## config.mk

```make
export PLATFORM = sky130hd
export DESIGN_NAME = mem_arbiter
export DESIGN_NICKNAME = d
export VERILOG_FILES = /design/src/rtl/mem_arbiter.sv
export SDC_FILE = /design/constraint.sdc
export NUM_CORES = 1
export LEC_CHECK = 0
export ABC_CLOCK_PERIOD_IN_PS = 4210
export CAP_MARGIN = 20
export CORE_MARGIN = 10
export CORE_UTILIZATION = 40
export CTS_CLUSTER_SIZE = 28
export DETAILED_ROUTE_END_ITERATION = 10
export PLACE_DENSITY_LB_ADDON = 0.12
export SYNTH_ARGS = -nofsm -noshare
export SYNTH_HDL_FRONTEND = slang
export SYNTH_SLANG_ARGS = --single-unit
```

## constraint.sdc

```tcl
create_clock -name clk -period 4.21 [get_ports clk]
set_clock_uncertainty 0.15 [all_clocks]
set_input_delay 0.842 -clock clk [delete_from_list [all_inputs] [get_ports clk]]
set_output_delay 0.842 -clock clk [all_outputs]
set_load 0.03 [all_outputs]
```

## src/rtl/mem_arbiter.sv

```systemverilog
// mem_arbiter: round-robin arbiter sharing one single-port word memory between
// instruction fetch (read-only port I) and load/store (read/write port D).
// One transaction at a time: IDLE -> ISSUE -> WAIT -> RESP -> IDLE.
// All outputs are registered; a WAIT that sees no mem_done for TIMEOUT cycles
// ends with err=1 and rdata=0.
module mem_arbiter #(
    parameter int TIMEOUT = 16
) (
    input  logic        clk,
    input  logic        rst_n,
    input  logic        i_req,
    input  logic [31:0] i_addr,
    output logic [31:0] i_rdata,
    output logic        i_done,
    output logic        i_err,
    input  logic        d_req,
    input  logic        d_we,
    input  logic [31:0] d_addr,
    input  logic [31:0] d_wdata,
    input  logic [3:0]  d_wmask,
    output logic [31:0] d_rdata,
    output logic        d_done,
    output logic        d_err,
    output logic [31:0] mem_addr,
    output logic [31:0] mem_wdata,
    output logic [3:0]  mem_wmask,
    output logic        mem_wstrobe,
    output logic        mem_rstrobe,
    input  logic [31:0] mem_rdata,
    input  logic        mem_done,
    output logic        grant,
    output logic        busy
);

    localparam int CW = $clog2(TIMEOUT) + 1;

    typedef enum logic [1:0] {IDLE, ISSUE, WAIT, RESP} state_t;

    state_t        state;
    logic          we_q;     // latched direction of the current transaction
    logic          last_d;   // last completed owner was D
    logic [CW-1:0] cnt;      // WAIT cycles without mem_done
    logic          pick_d;

    // D wins when it is the only requester, or on a tie when I was served last
    assign pick_d = d_req & (~i_req | ~last_d);

    // Arbitration FSM; every output is a register updated on state transitions
    always_ff @(posedge clk or negedge rst_n) begin
        if (!rst_n) begin
            state       <= IDLE;
            we_q        <= 1'b0;
            last_d      <= 1'b1;
            cnt         <= '0;
            i_rdata     <= '0;
            i_done      <= 1'b0;
            i_err       <= 1'b0;
            d_rdata     <= '0;
            d_done      <= 1'b0;
            d_err       <= 1'b0;
            mem_addr    <= '0;
            mem_wdata   <= '0;
            mem_wmask   <= '0;
            mem_wstrobe <= 1'b0;
            mem_rstrobe <= 1'b0;
            grant       <= 1'b0;
            busy        <= 1'b0;
        end else begin
            // pulses and strobes last a single cycle unless set below
            i_done      <= 1'b0;
            i_err       <= 1'b0;
            d_done      <= 1'b0;
            d_err       <= 1'b0;
            mem_wstrobe <= 1'b0;
            mem_rstrobe <= 1'b0;
            case (state)
                IDLE: begin
                    if (i_req || d_req) begin
                        grant <= pick_d;
                        busy  <= 1'b1;
                        state <= ISSUE;
                        if (pick_d) begin
                            mem_addr    <= d_addr;
                            mem_wdata   <= d_wdata;
                            mem_wmask   <= d_wmask;
                            we_q        <= d_we;
                            mem_wstrobe <= d_we;
                            mem_rstrobe <= ~d_we;
                        end else begin
                            mem_addr    <= i_addr;
                            mem_wdata   <= '0;
                            mem_wmask   <= '0;
                            we_q        <= 1'b0;
                            mem_rstrobe <= 1'b1;
                        end
                    end
                end
                ISSUE: begin
                    cnt   <= '0;
                    state <= WAIT;
                end
                WAIT: begin
                    if (mem_done || cnt == CW'(TIMEOUT - 1)) begin
                        state <= RESP;
                        if (grant) begin
                            d_done  <= 1'b1;
                            d_err   <= ~mem_done;
                            d_rdata <= (mem_done && !we_q) ? mem_rdata : 32'h0;
                        end else begin
                            i_done  <= 1'b1;
                            i_err   <= ~mem_done;
                            i_rdata <= mem_done ? mem_rdata : 32'h0;
                        end
                    end else begin
                        cnt <= cnt + 1'b1;
                    end
                end
                RESP: begin
                    last_d <= grant;
                    busy   <= 1'b0;
                    state  <= IDLE;
                end
                default: state <= IDLE;
            endcase
        end
    end

endmodule

```

## Word-level counts from Yosys, hierarchy flattened

Cells that the tools add are included.

- Register bits: 149
- Input port bits: 138
- Logic and storage cells: 75

- Add/sub/neg operators: 1
- Equality and inequality tests: 7
- Muxes and demuxes: 30
- Bitwise gates (word level): 7
- Reduce and logical (&&, ||, !) cells: 13

Operator list:

| operator | number |
|---|---|
| $mux 32 | 4 |
| $mux 1 | 19 |
| $pmux 5 s2 | 1 |
| $pmux 2 s4 | 1 |
| $reduce_and 2->1 | 4 |
| $ne 2x2->1 const B | 3 |
| $reduce_and 3->1 | 2 |
| $add 5x1->5 const B | 1 |
| $eq 5x4->1 const B | 1 |
| $mux 5 | 1 |
| $not 1->1 | 5 |
| $eq 2x2->1 const B | 2 |
| $mux 2 | 2 |
| $mux 4 | 1 |
| $reduce_bool 2->1 | 2 |
| $eq 2x1->1 const B | 1 |
| $logic_not 2->1 | 1 |
| $logic_or 1x1->1 | 2 |
| $pmux 1 s2 | 1 |
| $and 1x1->1 | 1 |
| $logic_and 1x1->1 | 1 |
| $logic_not 1->1 | 1 |
| $or 1x1->1 | 1 |

## Logic depth before layout (Yosys ltp)

- Depth after elaboration: 6
- Depth in mapped cells: 8
- Mapped depth without buffers: 6

## Worst setup path before layout

OpenSTA, ideal clock, no wires.

- Path type: flip-flop to flip-flop
- Start: reg cnt[0]
- End: reg i_rdata[21]
- Setup time: 125 ps
- Arrival time: 1716 ps
- Setup slack: 2219 ps
- Stages on the path, launching flop included: 9
- Period minus slack after synthesis: 1991 ps
- Cells stage by stage: dfrtp_1 -> ha_1 -> and3_1 -> ha_1 -> o21ai_1 -> or2_0 -> buf_2 -> buf_6 -> o21ai_1

- Cells in the longest elaborated chain, start to end: 3

Ends and longest elaborated chain:

| item | RTL line | text |
|---|---|---|
| start: declaration | 42 | `logic [CW-1:0] cnt;` |
| start signal: assignment | 115 | `cnt <= cnt + 1'b1;` |
| $eq 5x4->1 | 103 | `if (mem_done \|\| cnt == CW'(TIMEOUT - 1)) begin` |
| $logic_or 1x1->1 | 103 |  |
| $reduce_and 3->1 (no line) | - |  |
| end signal: assignment | 112 | `i_rdata <= mem_done ? mem_rdata : 32'h0;` |
| end: declaration | 13 | `output logic [31:0] i_rdata,` |

Every way passes these cells.
A chain may end at the register's enable or synchronous reset.

## Final worst setup path

- Start: reg i_rdata[2]
- End: out i_rdata[2]

No word-level cell between the ends.

==> results.ini <==
[status]
outcome=finished clean

[cts]
htreeDepth=4
cts_tree=yes
cts_buffer_depth=2
root_buffer=clkbuf_16
clkSlewWorstSetupHoldPaths_ns=0.06
cts.sinks=149
ctsHoldBuffers=0
cts_setup_buffers=0
insertion_delay_ns=0.41
ctsResizeCount=0
numCtsBuffers=17

[timing]
fin_tns_setup_ns=0
hold_viol_final=0
setup_viol_count_final=0
whs_ns=0.321
rsz0062_at_grt=false
layout_setup_ws_ns=1.71
tightest_slew_ns=0.909
fmax_mhz=399
drv_slew=0
min_period_ns=2.50
slew_headroom=0.394
fin_crit_sh=0.595

[worst_setup_path]
critPathMaxStageDelay_ns=0.73
critPathLaunchType=flip-flop
cp_max_fo=2
setup.worst_path.class=flip-flop to primary output
worstPathCellList=clkdlybuf4s50_1
slowest_stage=clkdlybuf4s50_1
path_delay_family=buffers and inverters
arrival_ns=1.51
worst_ep_required_time_ns=3.22
crit_buf_inv=1
cp-end-kind=primary output

[power_and_ir_drop]
pwr-share-comb=0.493
intPower_uw=4490
ir_worst_vdd_mv=0.391
p_total_uw=7630
p_per_area_nw_per_um2=800
power.switching_uw=3140
seq_power_share=0.312
p_sw_frac=0.412
p_leak_uw=0.00416
p_clk_frac=0.195

[logic_synthesis]
yosysMostFrequentCell=dfrtp_1
ys_ff_latch=149
synthArstFlopShare=1.00
yosys-top-cells-area=dfrtp_1 61%, nand2_1 8.1%, a21oi_1 5.4%
ys_warn_count=0
synthCells=604
ys.flop_type=dfrtp_1
synth.avg_cell_area_um2=10.1
ys_seq_area_frac=0.613
synth_fp_nets=748
synth-edff-count=0
ys_types=32
synth_top_cell_area_share=0.609
yosysTopAreaCell=dfrtp_1
syn_area_um2=6080
synthTopCellsByCount=148 x dfrtp_1, 132 x nand2_1, 66 x a21oi_1

[placed_design]
place.detailed.hpwl_mm=14.3
post-place-ws_ns=1.03
place_congestion=0.809
portBuffers=277

[routing]
drt-wirelength-per-cell_um=18.4
drt.antenna.violating_nets=0
drt_iter0_markers=319
drtPass1Iterations=5
drc=0
routed_wirelength_mm=19.6
vias=5474
vias_per_cell=5.14

[floorplanning]
boundaryPins=278
rows=45
die_w_um=143
core_area_um2=15000
fp.dieArea_um2=20500
dieHeight_um=143
start_util=0.404

[worst_hold_path]
min_path_type=flip-flop to flip-flop

[flow_run]
cap_violations=0

[layout]
seq_area_um2=3730
syn_to_final_growth_pct=57.0
nets=1010
fillers=1199
drive_gt1_frac=0.0604
n_antenna_cell=0
multiInputGateArea_um2=2100

[global_routing]
grt_max_degree=98
antenna_found_initial=0
grt_overflow=0
grt_pass1_vias=5670
grt_pass1_wl_mm=30.4
gr-usage-all-layers=0.187

-- power by group through the flow --
stage               Sequential, µW  Combinational (µW)  Clock (µW)
finish                        2380                3760        1490
global route                  2460                4030        1590
CTS                           2390                3810        1520
detailed placement            2400                3800           0
global placement              2370                3730           0
floorplan                     3480                1030           0
-- logic make-up after synthesis --
logic type / after synthesis / synth area share
flops: 149 / 0.613
simple gates: 184 / 0.121
compound gates: 211 / 0.203
mux: 3 / 0.00535
fa+ha+maj: 6 / 0.0123
buf+inv: 51 / 0.0457
-- metrics by stage --
step / util / cells / cell area (µm²)
final: 0.635 / 1065 / 9550
after global routing: 0.635 / 1065 / 9550
after CTS: 0.634 / 1064 / 9530
after detailed placement: 0.595 / 1034 / 8950
after global placement: 0.595 / 1034 / 8950
after floorplan: - / 604 / 6080
-- cell usage in the layout, fill, tap and decap left out, types with 2 or more instances in the layout --
| cell type | netlist | layout |
|---|---|---|
| clkdlybuf4s50_1 | 0 | 276 |
| dfrtp_1 | 148 | 148 |
| nand2_1 | 132 | 132 |
| a21oi_1 | 66 | 66 |
| o21ai_0 | 62 | 62 |
| o21ai_1 | 39 | 38 |
| nor2_1 | 36 | 36 |
| a22o_1 | 36 | 36 |
| clkbuf_16 | 0 | 17 |
| buf_4 | 4 | 10 |
| ha_1 | 6 | 6 |
| inv_1 | 5 | 5 |
| nand3_1 | 5 | 5 |
| clkinv_2 | 0 | 4 |
| clkbuf_8 | 0 | 4 |
| clkinvlp_4 | 0 | 3 |
| and3_1 | 2 | 2 |
| nor2b_1 | 3 | 2 |
| a21o_1 | 2 | 2 |
| mux2_2 | 2 | 2 |
| bufinv_16 | 0 | 2 |
-- layer usage --
metal  wire length (µm)  GRT usage
met1               7680      0.217
met2               9390      0.300
met5                  0          0
met4                473     0.0709
met3               2050     0.0835
-- area by class of cell --
type	count	share of cell area
flip-flops and latches	149	0.391
clock buffers	21	0.0503
inverters	5	0.00197
well taps	188	0.0246
repair buffers	289	0.302
multi-input cells	404	0.220
clock inverters	9	0.0107
-- worst paths after layout --
path,from,to,slack [ns],cells after the start
max in group asynchronous,rst_n,mem_addr[27]$_DFFE_PN0P_,2.76,2
worst min-delay path,cnt[3]$_DFFE_PN0P_,cnt[3]$_DFFE_PN0P_,0.32,1
min in group asynchronous,rst_n,d_rdata[13]$_DFFE_PN0P_,0.37,1
worst min register to register,cnt[3]$_DFFE_PN0P_,cnt[3]$_DFFE_PN0P_,0.32,1
worst max register to register,cnt[0]$_DFFE_PN0P_,i_rdata[30]$_DFFE_PN0P_,1.86,7
worst max-delay path,i_rdata[2]$_DFFE_PN0P_,i_rdata[2],1.71,1
-- flip-flops by register name, summed over array words and instances, names as in the netlist, 2 cells and up --
signal / count
d_rdata: 32
i_rdata: 32
mem_addr: 32
mem_wdata: 32
cnt: 5
mem_wmask: 4
state: 2
Power figures use the tool's default switching activity.
